## src/rtl/hazard_ctrl_pkg.sv

```systemverilog
// Types and constants shared by hazard_ctrl and its comparator sub-module.
package hazard_ctrl_pkg;
    localparam int ADDR_W      = 5;
    localparam logic [ADDR_W-1:0] REG_ZERO = '0;
    localparam int EXT_LAT_DEF = 3;

    localparam int NUM_SRC = 2;
    localparam int CNT_W   = 4;

    typedef logic [ADDR_W-1:0] reg_addr_t;

    typedef struct packed {
        reg_addr_t dst;
        logic      we;
        logic      load;
    } ex_rec_t;

    typedef struct packed {
        reg_addr_t dst;
        logic      we;
    } dm_rec_t;
endpackage

```

## src/rtl/hazard_cmp.sv

```systemverilog
// One source-vs-stage comparison: a live write to the same nonzero register.
module hazard_cmp
    import hazard_ctrl_pkg::*;
(
    input  logic [ADDR_W-1:0] src,
    input  logic [ADDR_W-1:0] dst,
    input  logic              we,
    output logic              match
);
    assign match = we && (src != REG_ZERO) && (src == dst);
endmodule

```

## src/rtl/hazard_ctrl.sv

```systemverilog
// Pipeline hazard controller: bypass selects, load-use and ext-unit stalls.
// Define HAZARD_EXT_EN to build the multi-cycle ext-unit tracking.
module hazard_ctrl
    import hazard_ctrl_pkg::*;
#(
    parameter int EXT_LAT = EXT_LAT_DEF
) (
    input  logic              clk,
    input  logic              rst_n,
    input  logic [ADDR_W-1:0] src0_addr,
    input  logic [ADDR_W-1:0] src1_addr,
    input  logic [ADDR_W-1:0] dst_addr,
    input  logic              we_ID,
    input  logic              load_ID,
    input  logic              ext_ID,
    input  logic              mem_stall,
    input  logic              flush,
    output logic              stall_IF_ID,
    output logic              stall_ID_EX,
    output logic              stall_EX_DM,
    output logic              bubble_ID_EX,
    output logic              byp0_EX,
    output logic              byp0_ext_EX,
    output logic              byp0_DM,
    output logic              byp1_EX,
    output logic              byp1_ext_EX,
    output logic              byp1_DM,
    output logic              ext_wb
);

    ex_rec_t ex_q;
    dm_rec_t dm_q;

    logic [NUM_SRC-1:0][ADDR_W-1:0] src;
    logic [NUM_SRC-1:0] hit_ex, hit_dm, hit_ext;
    logic [NUM_SRC-1:0] byp_ex_q, byp_ext_q, byp_dm_q;
    logic load_use, ext_raw, ext_struct, ext_wb_c, ex_we_in;
    logic hazard, bubble;

    assign src = {src1_addr, src0_addr};

    for (genvar s = 0; s < NUM_SRC; s++) begin : g_src
        hazard_cmp u_cmp_ex (
            .src  (src[s]),
            .dst  (ex_q.dst),
            .we   (ex_q.we),
            .match(hit_ex[s])
        );
        hazard_cmp u_cmp_dm (
            .src  (src[s]),
            .dst  (dm_q.dst),
            .we   (dm_q.we),
            .match(hit_dm[s])
        );
    end

`ifdef HAZARD_EXT_EN
    logic [CNT_W-1:0]   ext_cnt;
    reg_addr_t          ext_dst;
    logic               ext_pend;
    logic               ext_issue;
    logic [NUM_SRC-1:0] hit_ext_any;

    for (genvar s = 0; s < NUM_SRC; s++) begin : g_ext
        hazard_cmp u_cmp_ext (
            .src  (src[s]),
            .dst  (ext_dst),
            .we   (ext_pend),
            .match(hit_ext_any[s])
        );
    end

    // Result lands next cycle when cnt==1, so it can be forwarded; earlier is a stall.
    assign hit_ext    = (ext_cnt == 4'd1) ? hit_ext_any : '0;
    assign ext_raw    = (ext_cnt >= 4'd2) && (|hit_ext_any);
    assign ext_struct = ext_ID && ext_pend;
    assign ext_wb_c   = ext_pend && (ext_cnt == 4'd0);
    assign ext_issue  = ext_ID && !bubble && !mem_stall;
    // The ext result is written by ext_wb, not by the normal EX/DM path.
    assign ex_we_in   = we_ID && !ext_ID;

    always_ff @(posedge clk or negedge rst_n) begin
        if (!rst_n) begin
            ext_cnt  <= '0;
            ext_dst  <= '0;
            ext_pend <= 1'b0;
        end else if (ext_issue) begin
            ext_cnt  <= CNT_W'(EXT_LAT);
            ext_dst  <= dst_addr;
            ext_pend <= 1'b1;
        end else begin
            if (!mem_stall && ext_cnt != '0)
                ext_cnt <= ext_cnt - 4'd1;
            if (ext_wb_c)
                ext_pend <= 1'b0;
        end
    end
`else
    logic unused_ext;

    assign hit_ext    = '0;
    assign ext_raw    = 1'b0;
    assign ext_struct = 1'b0;
    assign ext_wb_c   = 1'b0;
    assign ex_we_in   = we_ID;
    assign unused_ext = ext_ID ^ (^(CNT_W'(EXT_LAT)));
`endif

    assign load_use = ex_q.load && (|hit_ex);
    assign hazard   = load_use || ext_raw || ext_struct;
    assign bubble   = !mem_stall && (flush || hazard);

    // Stage records and bypass selects all freeze together under mem_stall.
    always_ff @(posedge clk or negedge rst_n) begin
        if (!rst_n) begin
            ex_q      <= '0;
            dm_q      <= '0;
            byp_ex_q  <= '0;
            byp_ext_q <= '0;
            byp_dm_q  <= '0;
        end else if (!mem_stall) begin
            dm_q <= '{dst: ex_q.dst, we: ex_q.we};
            if (bubble)
                ex_q <= '0;
            else
                ex_q <= '{dst: dst_addr, we: ex_we_in, load: load_ID};
            byp_ex_q  <= hit_ex;
            byp_ext_q <= hit_ext & ~hit_ex;
            byp_dm_q  <= hit_dm & ~hit_ex & ~hit_ext;
        end
    end

    assign stall_IF_ID  = rst_n && (mem_stall || (hazard && !flush));
    assign stall_ID_EX  = rst_n && mem_stall;
    assign stall_EX_DM  = rst_n && mem_stall;
    assign bubble_ID_EX = rst_n && bubble;
    assign ext_wb       = rst_n && ext_wb_c;

    assign byp0_EX     = byp_ex_q[0];
    assign byp0_ext_EX = byp_ext_q[0];
    assign byp0_DM     = byp_dm_q[0];
    assign byp1_EX     = byp_ex_q[1];
    assign byp1_ext_EX = byp_ext_q[1];
    assign byp1_DM     = byp_dm_q[1];

endmodule
```

## config.mk

```make
export PLATFORM = sky130hd
export DESIGN_NAME = hazard_ctrl
export DESIGN_NICKNAME = d
export VERILOG_FILES = /design/src/rtl/hazard_ctrl_pkg.sv /design/src/rtl/hazard_cmp.sv /design/src/rtl/hazard_ctrl.sv
export SDC_FILE = /design/constraint.sdc
export NUM_CORES = 1
export LEC_CHECK = 0
export ABC_CLOCK_PERIOD_IN_PS = 1440
export BUFFER_PORTS_ARGS = -buffer_cell sky130_fd_sc_hd__buf_2
export CAP_MARGIN = 10
export CORE_MARGIN = 2
export CORE_UTILIZATION = 40
export CTS_CLUSTER_SIZE = 12
export DETAILED_ROUTE_END_ITERATION = 10
export HOLD_SLACK_MARGIN = 0.15
export PLACE_DENSITY = 0.68
export SLEW_MARGIN = 30
export SYNTH_ARGS = -nofsm -noshare
export SYNTH_HDL_FRONTEND = slang
export SYNTH_SLANG_ARGS = --single-unit
```

## constraint.sdc

```tcl
create_clock -name clk -period 1.44 [get_ports clk]
set_clock_uncertainty 0.1 [all_clocks]
set_input_delay 0.144 -clock clk [delete_from_list [all_inputs] [get_ports clk]]
set_output_delay 0.144 -clock clk [all_outputs]
set_load 0.005 [all_outputs]
```

**Yosys cells after proc, flatten, opt, wreduce, memory -nomap -nowiden**

Index checks and enable logic that the tools add are counted.

- Bits in registers: 17
- Input port bits: 22
- Output and inout port bits: 11

- Equal/unequal tests: 4
- Multiplexer cells: 1
- Bitwise logic cells: 2
- Reductions and logical operators: 21

Operators with widths:

| kind | count |
|---|---|
| $eq A5 B5 Y1 | 4 |
| $logic_and A1 B1 Y1 | 14 |
| $reduce_bool A5 Y1 | 2 |
| $mux W7 | 1 |
| $and A2 B2 Y2 | 1 |
| $logic_not A1 Y1 | 2 |
| $logic_or A1 B1 Y1 | 2 |
| $not A2 Y2 | 1 |
| $reduce_or A2 Y1 | 1 |

**Depth between registers and ports, before layout**

Gate-level depths: netlist of the first run.

- Depth in word-level cells: 8
- Mapped depth: 5
- Depth with buffers taken out: 5

**Hierarchy**

Synthesis of the first run repeated with hierarchy kept, for this count alone.

- Cell total of the unflattened synthesis: 93
- Area, all modules: 1,037.2 um2

By module, submodules not included:

| module | instances | cells an instance | area an instance (um2) | seq. area each (um2) |
|---|---|---|---|---|
| hazard_ctrl | 1 | 53 | 732.0 | 425.4 |
| hazard_cmp | 4 | 10 | 76.3 | 0.0 |

**Worst setup path after synthesis of the first run**

No wires, ideal clock.

- Path kind: register to output
- From: register ex_q[5] (netlist bit)
- To: output bubble_ID_EX
- Data arrival time: 1,291 ps
- Data required time: 1,196 ps
- Path slack: -95 ps
- Cell stages (with the launch flop): 6
- Path through: dfrtp_1 > xnor2_1 > nand2_1 > nor3_1 > o21ai_1 > a211oi_1

- Longest elaborated chain between the ends: 7

Ends and longest elaborated chain:

| item | line | source |
|---|---|---|
| from (decl) | hazard_ctrl.sv:31 | `ex_rec_t ex_q;` |
| from (signal assigned) | hazard_ctrl.sv:126 | `ex_q <= '{dst: dst_addr, we: ex_we_in, load: load_ID};` |
| $eq A5 B5 Y1 | hazard_cmp.sv:10 | `assign match = we && (src != REG_ZERO) && (src == dst);` |
| $logic_and A1 B1 Y1 | hazard_cmp.sv:10 |  |
| $reduce_or A2 Y1 (*) | hazard_ctrl.sv:109 | `assign load_use = ex_q.load && (\|hit_ex);` |
| $logic_and A1 B1 Y1 (*) | hazard_ctrl.sv:109 |  |
| $logic_or A1 B1 Y1 (*) | hazard_ctrl.sv:111 | `assign bubble = !mem_stall && (flush \|\| hazard);` |
| $logic_and A1 B1 Y1 (*) | hazard_ctrl.sv:111 |  |
| $logic_and A1 B1 Y1 (*) | hazard_ctrl.sv:136 | `assign bubble_ID_EX = rst_n && bubble;` |
| to (decl) | hazard_ctrl.sv:21 | `output logic bubble_ID_EX,` |

Every way passes the cells marked *; elsewhere a longest branch is shown, timed or not.

**Final worst setup path of the first run**

- From: register ex_q[3] (netlist bit)
- To: output bubble_ID_EX

Same word-level chain as after synthesis.

==> results of run 1 <==
## cell usage after synthesis, drive strengths merged, types with 2 or more instances
master and n:
xnor2 16, nor3 8, or3 2, nand4 4, dfrtp 17, nor2 3, a22o 2, or4 2
inv 4, nor4 2, o21ai 3, mux2 6, mux2i 6, xor2 4, buf 5, nand2 5
## logic make-up (layout without fill, tap and decap cells)
| group | Yosys count | in the layout | synth area share [%] |
|---|---|---|---|
| other | 1 | 3 | 0.3642 |
| AOI/OAI and AO/OA | 9 | 9 | 7.291 |
| DFF | 17 | 17 | 41.31 |
| and+or+nand+nor | 28 | 28 | 16.52 |
| muxes | 12 | 12 | 12.39 |
| xor gates and xnor gates | 20 | 20 | 17.01 |
| buffers and inverters | 10 | 66 | 5.102 |
## final timing paths
kind	from	endpoint	slack [ns]	cells past startpoint
setup / recovery	ex_q[3]	bubble_ID_EX	-0.60	6
hold / removal	rst_n	ex_q[0]	0.21	2
setup reg to reg	ex_q[6]	ex_q[1]	-0.26	6
hold reg to reg	byp_ex_q[1]	byp_ex_q[1]	0.40	2
max in group asynchronous	rst_n	ex_q[2]	0.55	3
min in group clk	src0_addr[3]	byp_ex_q[0]	0.24	5
## where the power goes
part / internal, µW / switching, µW
clock: 104 / 158
combinational: 194 / 140
sequential: 521 / 47.6
total: 818 / 346
## through the flow
| step | hold WS, ns | util (%) | power, µW | cells | worst slack (ns) |
|---|---|---|---|---|---|
| after floorplan | -0.2516 | - | 731.2 | 99 | -0.008564 |
| after global placement | -0.09387 | 53.72 | 844.2 | 168 | -0.1906 |
| after detailed placement | -0.09110 | 53.72 | 854.1 | 168 | -0.2782 |
| after CTS | 0.2199 | 60.40 | 1148 | 183 | -0.5841 |
| after global routing | 0.2341 | 62.64 | 1228 | 185 | -0.6685 |
| final | 0.2083 | 62.64 | 1164 | 185 | -0.6014 |
## per-layer routing
metal | wire length [µm] | vias to the layer above
li1 | - | 450
met1 | 1110 | 436
met2 | 1298 | 19
met3 | 71 | 4
met4 | 38 | 0
met5 | 0 | -
## final cells by class
class	instances	area, µm²
multi-input cells	72	643.1
well taps	30	37.54
clock inverters	1	5.005
flip-flops and latches	17	426.7
repair buffers	58	387.9
inverters	4	15.01
clock buffers	3	22.52
fillers	213	917.1
## flip-flops by register name, summed over array words and instances (netlist names)
| signal | flops |
|---|---|
| byp_dm_q | 2 |
| ex_q | 7 |
| dm_q | 6 |
| byp_ex_q | 2 |
## what timing repair did
item | 4_1_cts | 5_1_grt
hold buffers | 9 | 0
pin swaps | 5 | 2
setup buffers | 6 | 3
endpoints found under the hold margin | 24 | 0
endpoints found under the setup margin | 13 | 13
gates cloned | 0 | 0
gates resized for setup | 8 | 9
==> flow_metrics.env, run 1 <==
export IMPL_cts_tree="yes"
export IMPL_setup_viol=13
export IMPL_synth_edf_count=0
export IMPL_drtAntennaViolNets=0
export IMPL_mostFrequentLayoutCells="buf_2, buf_4, dfrtp_1"
export IMPL_fin_ws_ns=-0.6014
export IMPL_hold_path_class="input pin to async pin"
export IMPL_grt_overflow=0
export IMPL_async_reset_ff_share_pct=100.0
export IMPL_syn_area_mm2=0.001030
export IMPL_max_slew_margin_pct=45.35
export IMPL_clk_pin_slew_ns=0.10
export IMPL_num_vias=909
export IMPL_cp_top_family="flip-flops"
export IMPL_cp_start_kind="register"
export IMPL_antennaDiodeCount=0
export IMPL_post_route_min_period_ns=2.041
export IMPL_drc=0
export IMPL_coreArea_mm2=0.002455
export IMPL_syn_avg_cell_area_um2=10.62
export IMPL_slew_violations=0
export IMPL_numCtsBuffers=3
export IMPL_place_congestion=0.8670
export IMPL_clock_sinks=17
export IMPL_hpwl_um=1847
export IMPL_fmax_mhz=489.9
export IMPL_ys_ff_latch=17
export IMPL_violations="setup timing"
export IMPL_cellLeakagePower_uw=0.0007401
export IMPL_layout_drive_gt1_share_pct=51.61
export IMPL_fin_crit_sh_pct=141.8
export IMPL_max_cap_viol_count=0
export IMPL_cts_path_max_buffers=2
export IMPL_synth_top_cell_area_share_pct=41.31
export IMPL_max_stage_delay_ns=0.44
export IMPL_yosysWarnings=0
export IMPL_path_class="register to output port"
export IMPL_cp_max_fo=4
export IMPL_status="complete, but fails checks"
export IMPL_viasPerCell=4.914
export IMPL_grt_setup_unrepaired="true"
export IMPL_cts_root_buf="clkbuf_4"
export IMPL_port_buffers=28
export IMPL_crit_required_ns=1.20
export IMPL_setup_tns_ns=-3.148
export IMPL_met1_usage_pct=24.91
export IMPL_nets=178
export IMPL_die_w_um=54.74
export IMPL_synth_distinct_cells=29
export IMPL_met2_usage_pct=29.96
export IMPL_grt_busiest_layer="met2"
export IMPL_ys_seq_area_share_pct=41.31
export IMPL_die_area_mm2=0.002996
export IMPL_synthCells=97
export IMPL_ir_drop_mv=0.6639
export IMPL_power_density_mw_per_mm2=757.2
export IMPL_final_common_cell="buf_2"
export IMPL_htreeDepth=1
export IMPL_drt_iter0_markers=8
export IMPL_grt_pass1_wl_um=3884
export IMPL_yosysTopAreaCell="dfrtp_1"
export IMPL_finish_instance_area_mm2=0.001538
export IMPL_antenna_found_initial=0
export IMPL_final_hold_viol_count=0
export IMPL_first_pass_iters=4
export IMPL_synth_main_ff_cell="dfrtp_1"
export IMPL_crit_buf_inv=1
export IMPL_synth_area_leaders="dfrtp_1, xnor2_1, mux2_2, mux2i_1, nor3_1"
export IMPL_end_kind="output port"
export IMPL_grt_max_degree=19
export IMPL_num_io_pins=33
export IMPL_cp_slowest_cell="dfrtp_1"
export IMPL_path_cells="xnor2_1, nand4_1, nor3_2, o21ai_2, a211oi_2, buf_2"
export IMPL_routedWlPerCell_um=13.62
export IMPL_start_util_pct=41.95
export IMPL_fp_dieH_um=54.74
export IMPL_grt_pass1_vias=860
export IMPL_place_area_mm2=0.001319
export IMPL_wl_um=2519
export IMPL_arrival_ns=1.80
export IMPL_num_rows=18
export IMPL_worstMarginPinSlew_ns=0.8167
export IMPL_synthToLayoutAreaGrowth_pct=49.33
export IMPL_clk_latency_ns=0.29
export IMPL_grt_use_met3_pct=3.279
export IMPL_track_usage_pct=18.58
Note: power is estimated with default switching activity, not from simulation.
==> run 2: changes to the inputs <==
Settings changed: CELL_PAD_IN_SITES_DETAIL_PLACEMENT from default to 0, CELL_PAD_IN_SITES_GLOBAL_PLACEMENT from default to 1, CORE_UTILIZATION 40 to 34, PLACE_DENSITY 0.68 to default, PLACE_DENSITY_LB_ADDON from default to 0.1, SETUP_SLACK_MARGIN from default to 0.2.
==> run 2 against run 1 <==
The run still ends with setup timing left. Combinational power rose by 2%. Fmax rose by 3.6%. Sequential share of layout area fell by 0.22 points. Critical path type unchanged. Largest cell class unchanged. Largest power group unchanged.
==> flow_metrics.env, run 2 (same netlist as run 1, synthesis figures left out) <==
export IMPL_setup_viol=12
export IMPL_nets=181
export IMPL_finish_instance_area_mm2=0.001545
export IMPL_num_io_pins=33
export IMPL_grt_max_degree=14
export IMPL_mostFrequentLayoutCells="buf_2, buf_4, dfrtp_1"
export IMPL_regMostFlops="ex_q"
export IMPL_hpwl_um=1984
export IMPL_clk_latency_ns=0.30
export IMPL_grt_setup_unrepaired="true"
export IMPL_numCtsBuffers=3
export IMPL_worstMarginPinSlew_ns=0.7822
export IMPL_wl_um=2597
export IMPL_start_util_pct=36.71
export IMPL_status="complete, but fails checks"
export IMPL_die_area_mm2=0.003485
export IMPL_power_density_mw_per_mm2=766.4
export IMPL_reg_largest_list="ex_q: 7 flops, dm_q: 6 flops"
export IMPL_antenna_found_initial=0
export IMPL_setup_tns_ns=-2.182
export IMPL_violations="setup timing"
export IMPL_end_kind="output port"
export IMPL_fmax_mhz=507.3
export IMPL_cp_max_fo=3
export IMPL_port_buffers=28
export IMPL_die_w_um=59.04
export IMPL_wl_met3_um=93
export IMPL_ir_drop_mv=0.5514
export IMPL_first_pass_iters=3
export IMPL_path_class="register to output port"
export IMPL_fillCellCount=276
export IMPL_clk_pin_slew_ns=0.12
export IMPL_wl_met2_um=1339
export IMPL_final_hold_viol_count=0
export IMPL_routedWlPerCell_um=13.74
export IMPL_viasPerCell=4.825
export IMPL_cts_tree="yes"
export IMPL_largest_reg_flops=7
export IMPL_antennaDiodeCount=0
export IMPL_drc=0
export IMPL_crit_required_ns=1.20
export IMPL_top_layer_used="met4"
export IMPL_cellLeakagePower_uw=0.0007368
export IMPL_slew_violations=0
export IMPL_grt_pass1_wl_um=4250
export IMPL_track_usage_pct=16.45
export IMPL_max_cap_viol_count=0
export IMPL_cts_root_buf="clkbuf_4"
export IMPL_post_place_ws_ns=-0.2527
export IMPL_num_vias=912
export IMPL_wl_met1_um=1133
export IMPL_hold_ws_ns=0.1965
export IMPL_fin_crit_sh_pct=136.9
export IMPL_place_area_mm2=0.001355
export IMPL_htreeDepth=1
export IMPL_cp_start_kind="register"
export IMPL_fp_dieH_um=59.04
export IMPL_num_rows=19
export IMPL_layout_drive_gt1_share_pct=47.47
export IMPL_grt_overflow=0
export IMPL_cts_path_max_buffers=2
export IMPL_drtAntennaViolNets=0
export IMPL_fin_ws_ns=-0.5312
export IMPL_clock_sinks=17
export IMPL_post_route_min_period_ns=1.971
export IMPL_coreArea_mm2=0.002805
export IMPL_grt_pass1_vias=939
export IMPL_arrival_ns=1.73
export IMPL_drt_iter0_markers=16
export IMPL_hold_path_class="input pin to register"
export IMPL_synthToLayoutAreaGrowth_pct=50.06
export IMPL_place_congestion=0.8179
export IMPL_final_common_cell="buf_2"
export IMPL_max_slew_margin_pct=47.66
## run 2: cell count changes in the layout (fill, tap and decap cells not counted), moves of 2 or more
cell	delta
or3_1	+2
o21ai_1	+2
or3_4	-2
xnor2_2	-2
xnor2_1	+2
o21ai_2	-2
## run 2: worst paths after layout
path | cells after the start | start | slack (ns) | to
worst min-delay path | 2 | mem_stall | 0.20 | dm_q[5]
worst max-delay path | 6 | ex_q[2] | -0.53 | bubble_ID_EX
min in group asynchronous | 3 | rst_n | 0.30 | dm_q[0]
worst min register to register | 2 | byp_ex_q[1] | 0.40 | byp_ex_q[1]
max in group asynchronous | 3 | rst_n | 0.34 | byp_ex_q[1]
worst max register to register | 6 | ex_q[2] | -0.16 | ex_q[0]
## run 2: critical path: stages, from the launching register on
cell and delay, ns:
dfrtp_1 0.45, xnor2_1 0.18, nand4_1 0.14, nor3_2 0.22, o21ai_2 0.11, a211oi_2 0.20
buf_2 0.13
## run 2: power by group
group	leakage [µW]	internal, µW	switching [µW]
Clock	0.0000139	106	168
Combinational	0.000502	205	137
Sequential	0.000221	520	48.9
## run 2: what timing repair did
action | 4_1_cts | 5_1_grt
setup endpoints to repair | 13 | 13
hold buffers | 10 | 0
pin swaps | 6 | 2
resized for setup | 5 | 2
hold endpoints to repair | 24 | 0
setup buffers | 1 | 2
gates cloned | 0 | 0
## run 2: stage by stage
step                      cells  total power, µW  utilization [%]
final                       189             1184            55.08
after global routing        189             1254            55.08
after CTS                   187             1189            54.10
after detailed placement    172            875.2            48.31
after global placement      172            871.1            48.31
after floorplan              99            731.4                -
## run 2: layer usage
layer / GRT usage [%] / vias up
met4: 3.896 / 0
met3: 3.712 / 4
li1: - / 458
met1: 20.58 / 427
met2: 28.73 / 23
met5: 0 / -
## run 2: area by class of cell
cell class / instances / area, µm² / area share, %
inverters: 4 / 15.01 / 0.9717
clock inverters: 1 / 7.507 / 0.4858
repair buffers: 61 / 425.4 / 27.53
clock buffers: 3 / 22.52 / 1.457
multi-input cells: 72 / 610.6 / 39.51
flip-flops and latches: 17 / 425.4 / 27.53
well taps: 31 / 38.79 / 2.510
==> run 3: changes to the inputs <==
Settings changed: CELL_PAD_IN_SITES_DETAIL_PLACEMENT 0 to default, CELL_PAD_IN_SITES_GLOBAL_PLACEMENT 1 to default, CORE_ASPECT_RATIO from default to 1.4, CORE_UTILIZATION 34 to 40, PLACE_DENSITY from default to 0.68, PLACE_DENSITY_LB_ADDON 0.1 to default.
==> run 3 against run 2 <==
The run still ends with setup timing left. Sequential power fell by 0.7%. Non-clock buffer count is 1 lower. Via count decreased by 1.1%. Largest power group unchanged.
==> flow_metrics.env, run 3 (same netlist as run 1, synthesis figures left out) <==
export IMPL_status="complete, but fails checks"
export IMPL_violations="setup timing"
export IMPL_hpwl_um=1776
export IMPL_die_w_um=46.88
export IMPL_max_stage_delay_ns=0.43
export IMPL_ff2ff_path_depth=6
export IMPL_reg_largest_list="ex_q: 7 flops, dm_q: 6 flops"
export IMPL_grt_pass1_vias=932
export IMPL_place_congestion=0.8638
export IMPL_post_route_min_period_ns=1.967
export IMPL_setup_viol=12
export IMPL_wl_um=2272
export IMPL_num_vias=902
export IMPL_path_cells="xnor2_1, nand4_1, nor3_2, o21ai_2, a211oi_2, buf_2"
export IMPL_arrival_ns=1.72
export IMPL_grt_setup_unrepaired="true"
export IMPL_cp_start_kind="register"
export IMPL_htreeDepth=1
export IMPL_path_class="register to output port"
export IMPL_num_io_pins=33
export IMPL_first_pass_iters=4
export IMPL_drtAntennaViolNets=0
export IMPL_slew_violations=0
export IMPL_clk_pin_slew_ns=0.10
export IMPL_layout_drive_gt1_share_pct=49.04
export IMPL_fin_crit_sh_pct=136.6
export IMPL_coreArea_mm2=0.002417
export IMPL_holdPathStages=5
export IMPL_fmax_mhz=508.4
export IMPL_grt_overflow=0
export IMPL_clock_sinks=17
export IMPL_drt_iter0_markers=7
export IMPL_fin_ws_ns=-0.5270
export IMPL_cts_tree="yes"
export IMPL_max_cap_viol_count=0
export IMPL_final_common_cell="buf_2"
export IMPL_drc=0
export IMPL_viasPerCell=4.723
export IMPL_cts_path_max_buffers=2
export IMPL_grt_pass1_wl_um=3870
export IMPL_end_kind="output port"
export IMPL_antenna_found_initial=0
export IMPL_cp_max_fo=3
export IMPL_hold_ws_ns=0.2140
export IMPL_numCtsBuffers=3
export IMPL_r2r_start="ex_q[6]"
export IMPL_post_place_ws_ns=-0.2075
export IMPL_crit_required_ns=1.20
export IMPL_worstReg2RegEnd="ex_q[2]"
export IMPL_clk_latency_ns=0.30
export IMPL_num_rows=21
export IMPL_die_area_mm2=0.003002
export IMPL_routedWlPerCell_um=11.90
export IMPL_track_usage_pct=17.66
export IMPL_mostFrequentLayoutCells="buf_2, buf_4, dfrtp_1"
export IMPL_port_buffers=28
export IMPL_finish_instance_area_mm2=0.001524
export IMPL_hold_path_class="input pin to register"
export IMPL_whs_endpoint="byp_ex_q[1]"
export IMPL_final_hold_viol_count=0
export IMPL_cp_slowest_cell="dfrtp_1"
export IMPL_grt_max_degree=20
export IMPL_fp_dieH_um=64.04
export IMPL_dp_cells=175
export IMPL_min_from="src1_addr[1]"
export IMPL_antennaDiodeCount=0
export IMPL_power_density_mw_per_mm2=751.1
export IMPL_regMostFlops="ex_q"
export IMPL_start_util_pct=42.60
export IMPL_nets=180
export IMPL_final_cells=191
export IMPL_place_area_mm2=0.001346
export IMPL_largest_reg_flops=7
export IMPL_r2r_setup_slack_ns=-0.19
export IMPL_synthToLayoutAreaGrowth_pct=47.99
export IMPL_cts_root_buf="clkbuf_4"
export IMPL_ir_drop_mv=0.5073
export IMPL_cellLeakagePower_uw=0.0007312
export IMPL_worstMarginPinSlew_ns=0.6781
export IMPL_max_slew_margin_pct=54.62
[run 3: area by class of cell]
class / count / area, µm²
tap: 34 / 42.54
inverter: 4 / 15.01
multi-input combinational: 72 / 611.8
fill: 195 / 893.4
sequential: 17 / 425.4
clock buffer: 4 / 26.28
timing repair buffer: 60 / 402.9
[run 3: worst max-delay path, delay by kind of cell (launching register included)]
family	cells	cell delay, ns
flops	1	0.43
simple gates	2	0.36
compound gates	2	0.32
xor+xnor	1	0.18
buf+inv	1	0.14
[run 3: how the worst max path moves through the flow]
stage / startpoint / endpoint / slack [ns]
floorplan: ex_q[5] / stall_IF_ID / -0.008
global placement: ex_q[4] / bubble_ID_EX / -0.18
detailed placement: ex_q[6] / bubble_ID_EX / -0.21
CTS: ex_q[2] / bubble_ID_EX / -0.55
global route: ex_q[6] / bubble_ID_EX / -0.67
finish: ex_q[6] / bubble_ID_EX / -0.53
[run 3: what timing repair did]
action | in CTS | in global routing
pin swaps | 8 | 5
gates cloned | 0 | 0
setup buffers | 2 | 1
endpoints found under the setup margin | 13 | 13
hold endpoints to repair | 24 | 0
hold buffers | 9 | 0
resized for setup | 7 | 1
[run 3: report_power, final]
part           switching, µW  internal, µW
registers               44.7           520
logic                    129           191
clock network            152           108
[run 3: metrics by stage]
step / util (%) / TNS (ns) / power [µW]
after floorplan: - / -0.05124 / 731.4
after CTS: 62.58 / -2.544 / 1165
after global routing: 63.04 / -3.752 / 1220
after global placement: 55.69 / -1.535 / 854.1
final: 63.04 / -2.493 / 1145
after detailed placement: 55.69 / -1.793 / 863.5
[run 3: layer usage]
layer / up-vias / routed length [µm] / global-route usage (%)
met5: - / 0 / 0
met4: 0 / 53 / 8.333
met3: 5 / 93 / 2.542
met2: 21 / 1142 / 28.25
met1: 424 / 983 / 22.40
li1: 452 / - / -
